<file path="src/rtl/ifu_fetch_unit.sv">
// Instruction-fetch front end: owns the PC, issues single-outstanding word fetches, holds the result for decode.
// Optional exception entry/return (exc_req, eret, epc) is compiled in with `define IFU_EXC_EN.
module ifu_fetch_unit #(
  parameter logic [31:0] RESET_PC   = 32'h0000_3000
`ifdef IFU_EXC_EN
  , parameter logic [31:0] EXC_VECTOR = 32'h0000_4180
`endif
) (
  input  logic        clk,
  input  logic        reset,
  output logic        imem_req,
  output logic [31:0] imem_addr,
  input  logic        imem_rvalid,
  input  logic [31:0] imem_rdata,
  output logic        instr_valid,
  input  logic        instr_ready,
  output logic [31:0] instr_out,
  output logic [31:0] pc_out,
  input  logic        redirect_valid,
  input  logic [31:0] redirect_pc,
  output logic        addr_err,
  output logic [31:0] fetch_count
`ifdef IFU_EXC_EN
  , input  logic        exc_req,
  input  logic        eret,
  output logic [31:0] epc
`endif
);

  typedef enum logic [1:0] {S_REQ, S_WAIT, S_HOLD} state_t;

  state_t      state_q, state_d;
  logic        drop_q, drop_d;
  logic [31:0] pc_q, pc_d;
  logic [31:0] instr_q, instr_d;
  logic [31:0] count_q, count_d;
  logic        addr_err_q, addr_err_d;

  logic        take_redirect;
  logic [31:0] target_pc;
  logic        misaligned;

`ifdef IFU_EXC_EN
  logic [31:0] epc_q, epc_d;
`endif

  // Pick the control-flow source; exception entry outranks eret, which outranks a branch redirect.
  always_comb begin
    take_redirect = redirect_valid;
    target_pc     = {redirect_pc[31:2], 2'b00};
    misaligned    = redirect_valid && (redirect_pc[1:0] != 2'b00);
`ifdef IFU_EXC_EN
    epc_d = epc_q;
    if (exc_req) begin
      take_redirect = 1'b1;
      target_pc     = EXC_VECTOR;
      misaligned    = 1'b0;
      epc_d         = pc_q;
    end else if (eret) begin
      take_redirect = 1'b1;
      target_pc     = epc_q;
      misaligned    = 1'b0;
    end
`endif
  end

  always_comb begin
    state_d    = state_q;
    drop_d     = drop_q;
    pc_d       = pc_q;
    instr_d    = instr_q;
    count_d    = count_q;
    addr_err_d = misaligned;

    case (state_q)
      S_REQ: begin
        state_d = S_WAIT;
        if (take_redirect) drop_d = 1'b1;
      end
      S_WAIT: begin
        if (imem_rvalid) begin
          // A response that is stale, or made stale this cycle, is dropped and the fetch restarts.
          if (drop_q || take_redirect) begin
            drop_d  = 1'b0;
            state_d = S_REQ;
          end else begin
            instr_d = imem_rdata;
            state_d = S_HOLD;
          end
        end else if (take_redirect) begin
          drop_d = 1'b1;
        end
      end
      S_HOLD: begin
        if (instr_ready) begin
          count_d = count_q + 32'd1;
          pc_d    = pc_q + 32'd4;
          state_d = S_REQ;
        end else if (take_redirect) begin
          state_d = S_REQ;
        end
      end
      default: state_d = S_REQ;
    endcase

    if (take_redirect) pc_d = target_pc;
  end

  always_ff @(posedge clk or posedge reset) begin
    if (reset) begin
      state_q    <= S_REQ;
      drop_q     <= 1'b0;
      pc_q       <= RESET_PC;
      instr_q    <= 32'd0;
      count_q    <= 32'd0;
      addr_err_q <= 1'b0;
`ifdef IFU_EXC_EN
      epc_q      <= 32'd0;
`endif
    end else begin
      state_q    <= state_d;
      drop_q     <= drop_d;
      pc_q       <= pc_d;
      instr_q    <= instr_d;
      count_q    <= count_d;
      addr_err_q <= addr_err_d;
`ifdef IFU_EXC_EN
      epc_q      <= epc_d;
`endif
    end
  end

  // The REQ state is the reset state, so the strobe is masked while reset is held.
  assign imem_req    = (state_q == S_REQ) && !reset;
  assign imem_addr   = pc_q;
  assign instr_valid = (state_q == S_HOLD);
  assign instr_out   = instr_q;
  assign pc_out      = pc_q;
  assign addr_err    = addr_err_q;
  assign fetch_count = count_q;
`ifdef IFU_EXC_EN
  assign epc         = epc_q;
`endif

endmodule

</file>
<file path="config.mk">
export PLATFORM = sky130hd
export DESIGN_NAME = ifu_fetch_unit
export DESIGN_NICKNAME = d
export VERILOG_FILES = /design/src/rtl/ifu_fetch_unit.sv
export SDC_FILE = /design/constraint.sdc
export NUM_CORES = 1
export LEC_CHECK = 0
export CAP_MARGIN = 5
export CORE_MARGIN = 2
export CORE_UTILIZATION = 47
export CTS_BUF_LIST = sky130_fd_sc_hd__clkbuf_8
export CTS_CLUSTER_DIAMETER = 80
export DETAILED_ROUTE_END_ITERATION = 6
export PLACE_DENSITY = 0.89
export SLEW_MARGIN = 10
export SYNTH_ARGS = -nofsm -noshare
export SYNTH_HDL_FRONTEND = slang
export SYNTH_SLANG_ARGS = --single-unit
</file>
<file path="constraint.sdc">
create_clock -name clk -period 7.1 [get_ports clk]
set_input_delay 1.42 -clock clk [delete_from_list [all_inputs] [get_ports clk]]
set_output_delay 1.42 -clock clk [all_outputs]
set_load 0.05 [all_outputs]
</file>
==> results.sh <==
export IMPL_rsz0062_at_grt="no"
export IMPL_worstHoldPathType="flop to flop"
export IMPL_endpoint_kind="output port"
export IMPL_drive_above_1_share=0.102
export IMPL_drt_pre_antenna_iters=4
export IMPL_cts_tree="yes"
export IMPL_die_area_um2=10700
export IMPL_synth_seq_area_share=0.526
export IMPL_grt_ovfl_total=0
export IMPL_clockRootBuffer="clkbuf_8"
export IMPL_start_util=0.482
export IMPL_cts_buffers_inserted=9
export IMPL_vdd_drop_max_uv=257
export IMPL_grt_max_degree=63
export IMPL_final_util=0.689
export IMPL_crit_fanout=2
export IMPL_clock_sinks=98
export IMPL_fp_row_count=36
export IMPL_yosys_warnings=0
export IMPL_critPathTopFamily="buffers and inverters"
export IMPL_drc=0
export IMPL_grt_pass1_wl_um=19100
export IMPL_dp_hpwl_um=8710
export IMPL_post_cts_resized=0
export IMPL_fillCellCount=730
export IMPL_wl_um=11700
export IMPL_clkTransAtPathRegs_ps=90
export IMPL_grt_usage=0.222
export IMPL_yosys_area_top_type_share=0.515
export IMPL_synth_edff_count=0
export IMPL_p_per_area_nw_per_um2=285
export IMPL_reg2reg_depth=6
export IMPL_cp_endpoint="imem_req"
export IMPL_status="finished, final reports clean"
export IMPL_finClkSkew_ps=10.3
export IMPL_fin_crit_ps=4290
export IMPL_n_antenna_cell=0
export IMPL_fp_dieH_um=104
export IMPL_criticalPathCategory="primary input to output port"
export IMPL_slowest_stage="clkdlybuf4s50_1"
export IMPL_ff_latch_area_um2=2450
export IMPL_path_cells="clkdlybuf4s50_1 > nor3_1 > clkdlybuf4s50_1"
export IMPL_ys_top_cells_by_area="dfrtp_1, mux2_2, xnor2_1"
export IMPL_wire_per_inst_um=16.2
export IMPL_finalSetupViolCount=0
export IMPL_max_stage_delay_ps=830
export IMPL_synth_async_reset_ratio=1.00
export IMPL_synth_top_flop_cell="dfrtp_1"
export IMPL_io_pins=200
export IMPL_grt_pass1_vias=3752
export IMPL_holdBufCountCts=0
export IMPL_reg2reg_from="imem_addr[2]"
export IMPL_ant_nets=0
export IMPL_yosysTopAreaCell="dfrtp_1"
export IMPL_r2r_setup_slack_ps=4960
export IMPL_syn_inst=418
export IMPL_tightestPinTransition_ps=634
export IMPL_critPathLaunch="reset"
export IMPL_synthesis_area_um2=4670
export IMPL_fin_crit_sh=0.604
export IMPL_place_gp_congestion=0.834
export IMPL_yosys_cell_types_count=36
export IMPL_syn2layout_area_growth_pct=42.9
export IMPL_cp_num_buf_inv=2
export IMPL_critical_path_required_ps=5680
export IMPL_ys_ff_latch=98
export IMPL_post_cts_repair_setup_buffers=0
export IMPL_core_area_um2=9680
export IMPL_vias_per_cell=5.17
export IMPL_crit_top_cell="clkdlybuf4s50_1"
export IMPL_fin_hold_ws_ps=481
export IMPL_port_buffer_count=195
export IMPL_h_tree_depth=3
export IMPL_drv_slew=0
export IMPL_avgSynthCellArea_um2=11.2
export IMPL_clockBufferDepth=2
export IMPL_relSlewSlack=0.577
export IMPL_worstSetupStartpointType="primary input"
export IMPL_nets=654
export IMPL_multiInputGateArea_um2=1900
export IMPL_antenna_found_initial=0
export IMPL_timing_fmax_mhz=233
export IMPL_die_x_um=104
export IMPL_finalSetupTns_ps=0
export IMPL_hold_viol=0
export IMPL_cap_viol_max_count=0
export IMPL_cp_arrival_ps=2870
export IMPL_worst_skew_pair_late_latency_ps=350
export IMPL_vias=3731
export IMPL_cp_num_cells=3
export IMPL_dr_first_iter_drc_count=143
export IMPL_leakage_nw=2.76
export IMPL_r2r_end="imem_addr[28]"
==> metrics by stage <==
stage,cells,cell area (µm²),power [mW],setup WS (ps)
floorplan,421,4680,1.31,3120
global placement,705,6510,1.59,2830
detailed placement,705,6510,1.61,2810
CTS,721,6670,1.92,2810
global route,721,6670,1.98,2780
finish,721,6670,1.90,2810
==> worst min path at each step <==
stage | slack, ps | from | to | depth (start not counted)
after floorplan | 490 | state_q[1] | state_q[0] | 1
after global placement | 460 | fetch_count[31] | fetch_count[31] | 1
after detailed placement | 470 | fetch_count[31] | fetch_count[31] | 1
after CTS | 480 | fetch_count[31] | fetch_count[31] | 1
after global routing | 490 | fetch_count[31] | fetch_count[31] | 1
final | 480 | fetch_count[31] | fetch_count[31] | 1
==> synth_stat cells, drive strengths merged, types with 4 or more instances <==
master / number
dfrtp: 96
nand2: 49
buf: 37
mux2: 34
xnor2: 31
xor2: 29
o21ai: 28
nand3: 23
nand4: 21
clkbuf: 10
and3: 9
and4: 9
nor2: 6
nor3: 6
and2: 4
inv: 4
==> state kept, by name, summed over array words and instances (netlist names) <==
signal / flops
addr_err: 1
state_q: 2
instr_out: 32
fetch_count: 32
drop_q: 1
imem_addr: 30
==> layer usage <==
layer | track usage | up-vias | part of all wire
met2 | 0.384 | 156 | 0.51
met3 | 0.0692 | 18 | 0.084
met4 | 0.0878 | 0 | 0.020
met5 | 0 | - | 0
li1 | - | 1726 | -
met1 | 0.256 | 1831 | 0.39
==> final cells by class <==
class                   instances  area share
flip-flops and latches         98       0.368
inverters                       4     0.00263
multi-input cells             272       0.285
clock inverters                 6     0.00413
well taps                     133      0.0249
repair buffers                198       0.295
clock buffers                  10      0.0206
==> cells by family after synthesis <==
logic type / count (synthesis) / synth area share
and+or+nand+nor: 138 / 0.165
DFF: 98 / 0.526
xor gates and xnor gates: 60 / 0.113
buffers and inverters: 51 / 0.0697
muxes: 35 / 0.0842
AOI/OAI and AO/OA: 33 / 0.0367
adders and majority gates: 2 / 0.00536
other: 1 / 0.000804
==> report_power, final <==
part | switching [mW] | total, mW | leakage [nW] | internal (mW)
sequential | 0.0759 | 0.737 | 1.24 | 0.661
clock | 0.180 | 0.312 | 0.0973 | 0.132
combinational | 0.547 | 0.852 | 1.43 | 0.305
total | 0.803 | 1.90 | 2.76 | 1.10
==> cell usage in the layout (no fill, tap or decap), types with 4 or more instances in the layout <==
cell	n
nand2_1	49
xor2_1	29
and4_1	9
nor2_1	5
and3_1	9
conb_1	4
clkbuf_8	10
o21ai_0	25
dfrtp_1	96
mux2_2	34
nand3_1	23
xnor2_1	31
clkdlybuf4s50_1	194
nand4_1	21
inv_1	7
and2_1	4
nor3_1	4
==> worst reg2reg max path: stages, from the launching register on <==
cell	delay [ps]
dfrtp_1	510
ha_1	240
nand4_1	200
nor4_4	580
nand4_1	200
xor2_1	180
o21ai_0	160
Power figures use the tool's default switching activity.
